File: config.mk
export PLATFORM = sky130hd
export DESIGN_NAME = decode_execute_stage
export DESIGN_NICKNAME = d
export VERILOG_FILES = /design/src/rtl/pipeline_pkg.sv /design/src/rtl/decode_execute_stage_hazard_unit.sv /design/src/rtl/decode_execute_stage.sv
export SDC_FILE = /design/constraint.sdc
export NUM_CORES = 1
export LEC_CHECK = 0
export BUFFER_PORTS_ARGS = -buffer_cell sky130_fd_sc_hd__buf_2
export CORE_AREA = 3 3 152 154
export CTS_CLUSTER_DIAMETER = 60
export DETAILED_ROUTE_END_ITERATION = 12
export DIE_AREA = 0 0 155 157
export PLACE_DENSITY = 0.82
export SYNTH_ARGS = -nofsm -noshare
export SYNTH_HDL_FRONTEND = slang
export SYNTH_SLANG_ARGS = --single-unit
File: constraint.sdc
create_clock -name clk -period 1.93 [get_ports clk]
set_clock_uncertainty 0.15 [all_clocks]
set_input_delay 0.2895 -clock clk [delete_from_list [all_inputs] [get_ports clk]]
set_output_delay 0.2895 -clock clk [all_outputs]
set_load 0.02 [all_outputs]
File: src/rtl/pipeline_pkg.sv
// Shared definitions for the decode/execute pipeline boundary:
// result-source encodings, the bundled control word and the zero register index.
package pipeline_pkg;

    localparam logic [1:0] RES_ALU = 2'b00;
    localparam logic [1:0] RES_MEM = 2'b01;
    localparam logic [1:0] RES_PC4 = 2'b10;

    localparam int REG_ZERO = 0;

    // Every decoded control field that travels from decode into execute
    typedef struct packed {
        logic       reg_write;
        logic       mem_write;
        logic       jump;
        logic       branch;
        logic       alu_src;
        logic       jalr;
        logic [1:0] result_src;
        logic [3:0] alu_control;
        logic [2:0] addr_control;
    } ctrl_t;

endpackage

File: src/rtl/decode_execute_stage_hazard_unit.sv
// Load-use detection and front-end stall/flush priority resolution.
// Purely combinational; resolved in the same cycle the inputs appear.
module hazard_unit
    import pipeline_pkg::*;
#(
    parameter int REG_ADDR_WIDTH = 5
) (
    input  logic                      mem_stall,
    input  logic                      pcsrc_e,
    input  logic                      valid_e,
    input  logic                      valid_d,
    input  logic [1:0]                result_src_e,
    input  logic [REG_ADDR_WIDTH-1:0] rd_e,
    input  logic [REG_ADDR_WIDTH-1:0] rs1_d,
    input  logic [REG_ADDR_WIDTH-1:0] rs2_d,
    output logic                      lw_stall,
    output logic                      stall_f,
    output logic                      stall_d,
    output logic                      flush_d,
    output logic                      flush_e
);

    localparam logic [REG_ADDR_WIDTH-1:0] ZERO_IDX = REG_ADDR_WIDTH'(REG_ZERO);

    // A load in execute whose destination feeds the decode instruction.
    // Rs2 is compared even for opcodes without rs2; the extra stall is harmless.
    always_comb begin
        lw_stall = valid_e & valid_d & (result_src_e == RES_MEM) & (rd_e != ZERO_IDX)
                 & ((rd_e == rs1_d) | (rd_e == rs2_d));
    end

    // Priority: memory freeze, then taken transfer (decode is wrong-path), then load-use
    always_comb begin
        stall_f = 1'b0;
        stall_d = 1'b0;
        flush_d = 1'b0;
        flush_e = 1'b0;
        if (mem_stall) begin
            stall_f = 1'b1;
            stall_d = 1'b1;
        end else if (pcsrc_e) begin
            flush_d = 1'b1;
            flush_e = 1'b1;
        end else if (lw_stall) begin
            stall_f = 1'b1;
            stall_d = 1'b1;
            flush_e = 1'b1;
        end
    end

endmodule

File: src/rtl/decode_execute_stage.sv
// ID/EX pipeline register with load-use hazard handling and front-end control.
// Optional build macro PIPE_PERF_COUNTERS_EN adds free-running event counters
// (lw_stall_count, flush_count, mem_stall_count).
module decode_execute_stage
    import pipeline_pkg::*;
#(
    parameter int DATA_WIDTH     = 32,
    parameter int REG_ADDR_WIDTH = 5
) (
    input  logic                      clk,
    input  logic                      rst_n,
    input  logic                      mem_stall,
    input  logic                      PCSrcE,
    input  logic                      ValidD,
    input  logic                      RegWriteD,
    input  logic                      MemWriteD,
    input  logic                      JumpD,
    input  logic                      BranchD,
    input  logic                      ALUSrcD,
    input  logic                      JALRInstrD,
    input  logic [1:0]                ResultSrcD,
    input  logic [3:0]                ALUControlD,
    input  logic [2:0]                AddressingControlD,
    input  logic [DATA_WIDTH-1:0]     RD1D,
    input  logic [DATA_WIDTH-1:0]     RD2D,
    input  logic [DATA_WIDTH-1:0]     PCD,
    input  logic [DATA_WIDTH-1:0]     ImmExtD,
    input  logic [DATA_WIDTH-1:0]     PCPlus4D,
    input  logic [REG_ADDR_WIDTH-1:0] Rs1D,
    input  logic [REG_ADDR_WIDTH-1:0] Rs2D,
    input  logic [REG_ADDR_WIDTH-1:0] RdD,
    output logic                      RegWriteE,
    output logic                      MemWriteE,
    output logic                      JumpE,
    output logic                      BranchE,
    output logic                      ALUSrcE,
    output logic                      JALRInstrE,
    output logic [1:0]                ResultSrcE,
    output logic [3:0]                ALUControlE,
    output logic [2:0]                AddressingControlE,
    output logic [DATA_WIDTH-1:0]     RD1E,
    output logic [DATA_WIDTH-1:0]     RD2E,
    output logic [DATA_WIDTH-1:0]     PCE,
    output logic [DATA_WIDTH-1:0]     ImmExtE,
    output logic [DATA_WIDTH-1:0]     PCPlus4E,
    output logic [REG_ADDR_WIDTH-1:0] Rs1E,
    output logic [REG_ADDR_WIDTH-1:0] Rs2E,
    output logic [REG_ADDR_WIDTH-1:0] RdE,
    output logic                      ValidE,
    output logic                      StallF,
    output logic                      StallD,
    output logic                      FlushD,
    output logic                      FlushE
`ifdef PIPE_PERF_COUNTERS_EN
    ,
    output logic [31:0]               lw_stall_count,
    output logic [31:0]               flush_count,
    output logic [31:0]               mem_stall_count
`endif
);

    ctrl_t                      ctrl_d, ctrl_e;
    logic [DATA_WIDTH-1:0]      rd1_e, rd2_e, pc_e, imm_e, pc4_e;
    logic [REG_ADDR_WIDTH-1:0]  rs1_e, rs2_e, rd_e;
    logic                       valid_e;
    logic                       lw_stall;

    always_comb begin
        ctrl_d = '{reg_write:    RegWriteD,
                   mem_write:    MemWriteD,
                   jump:         JumpD,
                   branch:       BranchD,
                   alu_src:      ALUSrcD,
                   jalr:         JALRInstrD,
                   result_src:   ResultSrcD,
                   alu_control:  ALUControlD,
                   addr_control: AddressingControlD};
    end

    hazard_unit #(
        .REG_ADDR_WIDTH (REG_ADDR_WIDTH)
    ) u_hazard (
        .mem_stall    (mem_stall),
        .pcsrc_e      (PCSrcE),
        .valid_e      (valid_e),
        .valid_d      (ValidD),
        .result_src_e (ctrl_e.result_src),
        .rd_e         (rd_e),
        .rs1_d        (Rs1D),
        .rs2_d        (Rs2D),
        .lw_stall     (lw_stall),
        .stall_f      (StallF),
        .stall_d      (StallD),
        .flush_d      (FlushD),
        .flush_e      (FlushE)
    );

    // ID/EX register: hold under memory stall, bubble (all zero) on flush, else load decode
    always_ff @(posedge clk or negedge rst_n) begin
        if (!rst_n) begin
            ctrl_e  <= '0;
            rd1_e   <= '0;
            rd2_e   <= '0;
            pc_e    <= '0;
            imm_e   <= '0;
            pc4_e   <= '0;
            rs1_e   <= '0;
            rs2_e   <= '0;
            rd_e    <= '0;
            valid_e <= 1'b0;
        end else if (!mem_stall) begin
            if (FlushE) begin
                ctrl_e  <= '0;
                rd1_e   <= '0;
                rd2_e   <= '0;
                pc_e    <= '0;
                imm_e   <= '0;
                pc4_e   <= '0;
                rs1_e   <= '0;
                rs2_e   <= '0;
                rd_e    <= '0;
                valid_e <= 1'b0;
            end else begin
                ctrl_e  <= ctrl_d;
                rd1_e   <= RD1D;
                rd2_e   <= RD2D;
                pc_e    <= PCD;
                imm_e   <= ImmExtD;
                pc4_e   <= PCPlus4D;
                rs1_e   <= Rs1D;
                rs2_e   <= Rs2D;
                rd_e    <= RdD;
                valid_e <= ValidD;
            end
        end
    end

    assign RegWriteE          = ctrl_e.reg_write;
    assign MemWriteE          = ctrl_e.mem_write;
    assign JumpE              = ctrl_e.jump;
    assign BranchE            = ctrl_e.branch;
    assign ALUSrcE            = ctrl_e.alu_src;
    assign JALRInstrE         = ctrl_e.jalr;
    assign ResultSrcE         = ctrl_e.result_src;
    assign ALUControlE        = ctrl_e.alu_control;
    assign AddressingControlE = ctrl_e.addr_control;
    assign RD1E               = rd1_e;
    assign RD2E               = rd2_e;
    assign PCE                = pc_e;
    assign ImmExtE            = imm_e;
    assign PCPlus4E           = pc4_e;
    assign Rs1E               = rs1_e;
    assign Rs2E               = rs2_e;
    assign RdE                = rd_e;
    assign ValidE             = valid_e;

`ifdef PIPE_PERF_COUNTERS_EN
    // Count the winning priority case each edge; counters wrap naturally
    always_ff @(posedge clk or negedge rst_n) begin
        if (!rst_n) begin
            lw_stall_count  <= '0;
            flush_count     <= '0;
            mem_stall_count <= '0;
        end else begin
            if (mem_stall)
                mem_stall_count <= mem_stall_count + 32'd1;
            if (!mem_stall && PCSrcE)
                flush_count <= flush_count + 32'd1;
            if (!mem_stall && !PCSrcE && lw_stall)
                lw_stall_count <= lw_stall_count + 32'd1;
        end
    end
`endif

endmodule

; ---- After elaboration in Yosys (flattened, before gate mapping)
; Index checks and enable logic that the tools add are counted.
; W data, S select, Z words.
[classes]
n_reduce_logical = 1
eq_ne = 3
bitwise = 5
n_mux = 17
[op_table]
columns = operator, n
row1 = $mux W32, 5
row2 = $mux W15, 1
row3 = $mux W5, 3
row4 = $eq A5 B5 Y1, 2
row5 = $mux W1, 8
row6 = $reduce_bool A5 Y1, 1
row7 = $and A1 B1 Y1, 4
row8 = $eq A2 B1 Y1 const B, 1
row9 = $or A1 B1 Y1, 1
[word_totals]
inputBits = 195
wordCells = 44
ff_bits = 191

; ---- Depth between registers and ports, before layout
; Gate-level depths: netlist (run 1).
[depth]
ltp_word = 8
ltp_mapped = 7
depth_no_buf = 4

; ---- Hierarchy
; Synthesis (run 1) repeated with hierarchy kept, for this count alone.
[hier_totals]
cells_unflattened = 851
hier_area_um2 = 8147.8
[by_module_without_submodules]
columns = mod, cells_per_inst, area_each_um2, n_inst, seq_area_each_um2
row1 = decode_execute_stage, 826, 7971.4, 1, 4779.6
row2 = hazard_unit, 25, 176.4, 1, 0.0

; ---- Least setup slack after synthesis (run 1)
; No wires, ideal clock.
[synth_timing]
kind = reg2out
startpoint = register rd_e[4] (netlist: RdE[4])
endpoint = output StallF
required_time_ns = 1.490
path_stages_with_launch = 8
slack_ns = -0.423
path_buffers = 3
t_arrival_ns = 1.913
cell_sequence = dfrtp_1 > xnor2_1 > nand3_1 > o22ai_1 > buf_2 > buf_1 > a21o_1 > buf_4
[synth_via]
elab_chain_cells = 6
word_cells_on_any_way = 9
[synth_lines]
columns = item, line_no
row1 = start: declaration, decode_execute_stage.sv:64  ; logic [REG_ADDR_WIDTH-1:0] rs1_e, rs2_e, rd_e;
row2 = start signal: assignment, decode_execute_stage.sv:132  ; rd_e <= RdD;
row3 = $eq A5 B5 Y1 / $reduce_bool A5 Y1 (equally long branches), "decode_execute_stage_hazard_unit.sv:29, decode_execute_stage_hazard_unit.sv:28"
row4 = $or A1 B1 Y1 / $and A1 B1 Y1 (equally long branches), "decode_execute_stage_hazard_unit.sv:29, decode_execute_stage_hazard_unit.sv:28"
row5 = $and A1 B1 Y1 *, decode_execute_stage_hazard_unit.sv:29  ; & ((rd_e == rs1_d) | (rd_e == rs2_d));
row6 = $mux W1 * (3 in series), n/a
row7 = end: declaration, decode_execute_stage.sv:50  ; output logic StallF,
; Mark *: on every way between the ends. The rest lies on a longest branch, timed or not.

; ---- Worst setup path in the final report (run 1)
[layout_timing]
startpoint = register rd_e[0] (netlist: RdE[0])
endpoint = output StallD
[layout_via]
elab_chain_cells = 6
word_cells_on_any_way = 9
[layout_lines]
columns = item, line_no
row1 = $eq A5 B5 Y1 / $reduce_bool A5 Y1 (equally long branches), "decode_execute_stage_hazard_unit.sv:29, decode_execute_stage_hazard_unit.sv:28"
row2 = $or A1 B1 Y1 / $and A1 B1 Y1 (equally long branches), "decode_execute_stage_hazard_unit.sv:29, decode_execute_stage_hazard_unit.sv:28"
row3 = $and A1 B1 Y1 *, decode_execute_stage_hazard_unit.sv:29
row4 = $mux W1 *, decode_execute_stage_hazard_unit.sv:44  ; end else if (lw_stall) begin
row5 = $mux W1 *, decode_execute_stage_hazard_unit.sv:41  ; end else if (pcsrc_e) begin
row6 = $mux W1 *, decode_execute_stage_hazard_unit.sv:38  ; if (mem_stall) begin
row7 = end: declaration, decode_execute_stage.sv:51  ; output logic StallD,
; Marks and branches as above.

==> results.md, run 1 <==
* Drt initial violations at about 1,200
* ANT nets after route at 0
* Cell Area, Synth at just under 9000 µm²
* Area added between synthesis and finish at 60.9%
* First-pass GRT wire length at about 55,000 µm
* Failing checks: setup timing
* Routed Wire Length at between 30,000 and 40,000 µm
* Drt drc at 0
* CP delay by family, top: simple AND/OR/NAND/NOR gates
* H-tree depth at 4
* Crit path kind: flop to output port
* Power Dens Cells at around 830 nW/µm²
* Clk sinks at 191
* Final Hold Fails at 0
* IO Port Bufs at about 400
* Top area cells in the synthesized netlist: dfrtp_1 (54%), a32oi_1 (19%), o21ai_1 (11%)
* RSZ-0062 raised after global routing: yes
* YS warnings at 0
* Rel. slew slack at 70.7%
* Final setup violation count at around 190
* GR Overflow Total at 0
* Net count, final at between 1,500 and 2,000
* Mean Syn Cell Area at roughly 9.9 µm²
* Die Wd at 155 µm
* Worst IR drop on VDD at 0.506 mV
* Via/cell ratio at around 6.0
* Hold Path Cell Cnt at 3
* Asr flop ratio synth at 100%
* Startpoint Class: flop
* Post-Syn Instances at 895
* Syn Nets at 1,090
* Leakage power at 6.46 nW
* CTS tree: yes
* Skew-Pair Late Insertion Delay at 0.42 ns
* Worst r2r src: RdE[0]
* EDFF count, synth at 0
* CTS root buf: clkbuf_16
* CTS Buffer Depth at 2
* FILL cells at 1,520
* Top Ports at 390
* Post-synth top area cell: dfrtp_1
* Tmin final at around 2.5 ns
* Sequential share of the synthesized area at between 50% and 60%
* Critical-path top delay cell: or4_4
* Routed len/inst at slightly above 20 µm
* First-pass iteration count of the detailed router at 6
* # rows at 54
* Yosys cell types at 18
* Setup tns final at -19.29 ns
* Via count at 10,497
* Worst R2R End: ImmExtE[13]
* Largest net degree at the start of global routing at 57
* FMAX at approximately 400 MHz
* Worst Hold Endpoint: Rs2E[4]
* Layout cells sized above 1 at between 30% and 40%
* Initial antenna violation count at 1
* Crit-path max FO at 3
* CTS Buf Count at 17
* Tcrit/Tclk final at 130%
* CP Cell Sequence: or4_4, o21ai_4, buf_6, nor2_4, a21o_4, buf_6
* Max-slew violations at 0
* CP Buf/Inv Count at 2
* Worst setup margin at -0.570 ns
* Number of global-route vias before repair at a little over 10,000
* Worst hold path class: input pin to flop
* HP Start: Rs2D[4]
* Crit. End Element: output port
* Worst-Margin Slew at 0.439 ns
* Max-cap violations at 0
* Post-layout power at 11.8 mW
* Most frequent cells after synthesis: nand2_1 (193), a32oi_1 (191), dfrtp_1 (191), o21ai_1 (191), clkbuf_1 (77)
* Die area at 24,300 µm²
* Outcome: complete, but fails checks
* Overall routing resource usage at between 20 and 30%
* WP data arrival at 2.06 ns
* #FFs+latches synth at roughly 190
* Initial Util at between 40% and 50%
* CP peak stage delay at 0.55 ns
* Core ar. at roughly 22,000 µm²
* Worst R2R Setup Slack at -0.27 ns
* WP data required at 1.49 ns
* Cell mode on critical path: buf_6
* Area share of the largest cell type after synthesis at 54.2%
* Dominant synthesized flop cell: dfrtp_1
* Die H at 157 µm
* Most frequent cell after synthesis: nand2_1
* Worst Reg2Reg Path Length in Cells at 8
* Gpl congestion at about 0.8
* HPWL Detailed at about 20,000 µm
* Clk slew on worst S/H paths at ~0.080 ns
-- kinds of logic after synthesis --
logic type / Yosys count / share of synthesized area, %
xor+xnor: 10 / 0.993
buf+inv: 107 / 5.92
compound gates: 386 / 30.2
flops: 191 / 54.2
simple gates: 201 / 8.73
-- how the worst max path moves through the flow --
| stage | end | cells past startpoint | slack [ns] | from |
|---|---|---|---|---|
| 6_report | StallD | 6 | -0.57 | RdE[0] |
| 2_1_floorplan | StallF | 6 | -0.25 | RdE[3] |
| 3_3_place_gp | StallF | 6 | -0.23 | RdE[3] |
| 3_5_place_dp | StallD | 6 | -0.24 | RdE[3] |
| 5_1_grt | FlushE | 6 | -0.65 | RdE[0] |
| 4_1_cts | StallF | 6 | -0.60 | RdE[0] |
-- metrics by stage --
step	worst slack, ns	area (µm²)	util [%]	instances	hold slack [ns]
finish	-0.570	14200	65.0	1756	0.0193
global route	-0.645	14200	65.0	1756	0.0144
CTS	-0.598	14000	64.2	1744	0.00317
detailed placement	-0.237	11300	51.8	1514	0.115
global placement	-0.227	11300	51.8	1514	0.116
floorplan	-0.251	8840	-	895	-0.156
-- cell usage in the layout, fill, tap and decap left out, drive strengths merged --
cell type	n
diode	1
clkinv	5
buf	456
nand2	193
inv	7
xnor2	10
and4b	1
a32oi	191
nor2	3
nor2b	1
o22ai	1
nand3	2
dlygate4sd3	193
dfrtp	191
o21ai	192
bufbuf	1
clkbuf	25
a21o	2
or4	1
-- worst reg2reg max path, delay by kind of cell (launching register included) --
| family | cells | cell delay (ns) |
|---|---|---|
| AND/OR/NAND/NOR | 1 | 0.55 |
| buffers and inverters | 4 | 0.54 |
| AO/OA/AOI/OAI | 3 | 0.47 |
| flip-flops | 1 | 0.40 |
-- routing by layer --
layer / track usage [%] / wire, µm / share of wire (%) / vias to the layer above
li1: - / - / - / 4551
met1: 34.9 / 13000 / 36 / 4981
met4: 14.6 / 1650 / 4.6 / 0
met5: 0 / 0 / 0 / -
met3: 6.60 / 3820 / 11 / 137
met2: 45.0 / 17400 / 49 / 828
-- power breakdown --
| part | internal, mW | switching, mW | leakage (nW) |
|---|---|---|---|
| registers | 4.52 | 0.333 | 2.35 |
| clock network | 1.82 | 1.70 | 0.289 |
| logic | 1.38 | 2.05 | 3.82 |
| total | 7.72 | 4.08 | 6.46 |
-- flip-flops by register name, summed over array words and instances, names as in the netlist --
name / cells
ALUControlE: 4
ALUSrcE: 1
AddressingControlE: 3
BranchE: 1
ImmExtE: 32
JALRInstrE: 1
JumpE: 1
MemWriteE: 1
PCE: 32
PCPlus4E: 32
RD1E: 32
RD2E: 32
RdE: 5
RegWriteE: 1
ResultSrcE: 2
Rs1E: 5
Rs2E: 5
ValidE: 1
-- area by class of cell --
cell class              instances  area, µm²  share of cell area, %
well taps                     280        350                   2.47
flip-flops and latches        191       4780                   33.7
clock buffers                  20        467                   3.29
diodes                          1       2.50                 0.0176
multi-input cells             597       3580                   25.2
repair buffers                655       4890                   34.5
clock inverters                12        115                  0.811
-- timing repair --
item,4_1_cts,5_1_grt
pin swaps,3,1
endpoints found under the setup margin,189,191
setup buffers,1,7
hold buffers,193,0
resized for setup,7,12
hold endpoints to repair,224,0
cloned,5,4
Note: power is estimated with default switching activity, not from simulation.
==> run 2: changes to the inputs <==
- PLACE_DENSITY: 0.82 -> 0.79
- SYNTH_HIERARCHICAL: unset -> 1
==> run 2 against run 1 <==
Net effect: the run still ends with setup timing left; first-iteration DRC count down 44%; register-to-register slack got worse by 0.25 ns; worst hold slack gained 0.070 ns; clock power about the same; power fell by 4.9%; sequential cell count stayed put; largest cell class unchanged; largest power group unchanged.
==> results.md, run 2 <==
* CP Cell Sequence: buf_4, or4_4, o21ai_4, o31ai_4, buf_6, buf_12, buf_12, buf_16, nand2b_1, o21ai_1
* Core ar. at 21,800 µm² (unchanged)
* CTS Buf Count at 17 (unchanged)
* Max-cap violations at 0 (unchanged)
* Failing checks: setup timing
* WL met1 at 12,600 µm (-2.9%)
* P_int at 7.56 mW (-2.1%)
* Power Dens Cells at 740 nW/µm² (-11%)
* Final instance count without filler cells at 1,744 (-0.68%)
* Post-layout power at 11.2 mW (-4.9%)
* # rows at 54 (unchanged)
* Post-Syn Instances at 850 (-5.0%)
* Die Wd at 155 µm (unchanged)
* Rel. slew slack at 21.3% (-49 points)
* Logic pwr share at 27.4% (-1.7 points)
* Overall routing resource usage at 26.8% (-1.1 points)
* Max-slew violations at 0 (unchanged)
* RSZ-0062 raised after global routing: yes
* WP data arrival at 2.61 ns (+0.55 ns)
* Mean Syn Cell Area at 9.58 µm² (-2.7%)
* Cell mode on critical path: buf_12
* Final Hold Fails at 0 (unchanged)
* Clk sinks at 191 (unchanged)
* Switching Fraction at 32.6% (-2.0 points)
* Drt initial violations at 654 (-44%)
* YS warnings at 6 (+6)
* FMAX at 408 MHz (+2.0%)
* Commonest non-fill, non-tap cell in the layout: buf_2
* Crit-path max FO at 12 (+9)
* Net count, final at 1,644 (-0.78%)
* CTS tree: yes
* Die area at 24,300 µm² (unchanged)
* Layout cells sized above 1 at 51.2% (+17 points)
* WP data required at 2.09 ns (+0.60 ns)
* Leakage power at 7.50 nW (+16%)
* H-tree depth at 4 (unchanged)
* Largest net degree at the start of global routing at 224 (+290%)
* Via/cell ratio at 5.14 (-14%)
* Net Sw Power at 3.66 mW (-10%)
* Post-route design area at 15,200 µm² (+7.0%)
* Worst-Margin Slew at 1.18 ns (+0.741 ns)
* Routed Wire Length at 35,600 µm (-0.79%)
* Drt drc at 0 (unchanged)
* Tmin final at 2.45 ns (-0.0487 ns)
* Number of global-route vias before repair at 9,582 (-7.0%)
* Most frequent cells in the layout: buf_2 (384), nand2_1 (191), dlygate4sd3_1 (190)
* Met3 wire len at 2940 µm (-23%)
* Startpoint Class: flop
* Crit. End Element: flop
* Initial antenna violation count at 2 (+1)
* FILL cells at 1,321 (-13%)
* Initial Util at 37.3% (-3.1 points)
* IO Port Bufs at 389 (unchanged)
* Via count at 8,959 (-15%)
* Clk slew on worst S/H paths at 0.08 ns (about the same)
* Worst IR drop on VDD at 0.478 mV (-5.6%)
* Gpl congestion at 0.813 (+1.1%)
* Dpl cells at 1,490 (-1.6%)
* Cell Area, Synth at 8140 µm² (-7.6%)
* CP peak stage delay at 0.42 ns (-0.13 ns)
* CTS Buffer Depth at 2 (unchanged)
* Seq pwr share at 41.3% (+0.2 points)
* Tcrit/Tclk final at 127% (-2.5 points)
* Crit path kind: flop to flop
* Critical-path top delay cell: dfrtp_1
* GR Overflow Total at 0 (unchanged)
* Post-layout util at 69.6% (+4.5 points)
* Met2 WL at 18,300 µm (+5.1%)
* First-pass GRT wire length at 51,500 µm (-6.7%)
* HPWL Detailed at 16,600 µm (-17%)
* Skew-Pair Late Insertion Delay at 0.43 ns (about the same)
* Worst hold slack at 0.0891 ns (+0.0698 ns)
* Top Layer Used: met5
* Clk pwr share at 31.2% (+1.4 points)
* Setup tns final at -66.40 ns (-47.11 ns)
* Place WS at -0.278 ns (-0.0408 ns)
* Worst hold path class: input pin to flop
* Routed len/inst at 20.4 µm (-0.11%)
* Outcome: complete, but fails checks
* ANT nets after route at 0 (unchanged)
* Syn Nets at 1,045 (-4.1%)
* Top Ports at 390 (unchanged)
* Final setup violation count at 194 (+3.2%)
* Area added between synthesis and finish at 86.4%
* Worst setup margin at -0.521 ns (+0.0487 ns)
* First-pass iteration count of the detailed router at 5 (-1)
* Dpl cell area at 10,500 µm² (-7.1%)
* CTS root buf: clkbuf_16
* Die H at 157 µm (unchanged)
## run 2: power by group through the flow
stage          registers [mW]  clock network (mW)  logic (mW)
2_1_floorplan            5.13                   0       0.582
3_3_place_gp             4.64                   0        1.94
3_5_place_dp             4.65                   0        1.97
4_1_cts                  4.58                3.55        2.78
5_1_grt                  4.67                3.72        3.26
6_report                 4.64                3.50        3.08
## run 2: cell type report
cell class              instances  area [µm²]  area share (%)
well taps                     280         350            2.31
clock inverters                12         120           0.791
inverters                       2        7.51          0.0495
flip-flops and latches        191        4780            31.5
multi-input cells             593        4540            29.9
repair buffers                644        4920            32.4
clock buffers                  20         457            3.01
diodes                          2        5.00          0.0330
## run 2: critical path: cells and delay by family (launching register included)
family | cells | cell delay (ns)
and+or+nand+nor | 2 | 0.57
DFF | 1 | 0.42
AOI/OAI and AO/OA | 3 | 0.47
buffers and inverters | 5 | 0.71
## run 2: path summary, 6_finish.rpt
kind	start	to	slack, ns	depth (start not counted)
worst min register to register	RD2E[9]	RD2E[9]	0.33	2
min in group asynchronous	rst_n	PCPlus4E[13]	0.20	2
worst max register to register	RdE[1]	PCE[14]	-0.52	10
max in group asynchronous	rst_n	ImmExtE[2]	0.82	3
worst max-delay path	RdE[1]	PCE[14]	-0.52	10
worst min-delay path	Rs2D[2]	Rs2E[2]	0.09	4
## run 2: timing repair
item,in CTS,in global routing
cloned,15,1
hold buffers,190,0
setup buffers,12,10
resized for setup,346,122
setup endpoints to repair,194,194
hold endpoints to repair,349,0
pin swaps,6,4
## run 2: routing by layer
metal	global-route usage (%)	vias up
met5	0	-
met4	13.4	2
met3	7.64	137
met2	47.3	556
met1	29.6	4286
li1	-	3978
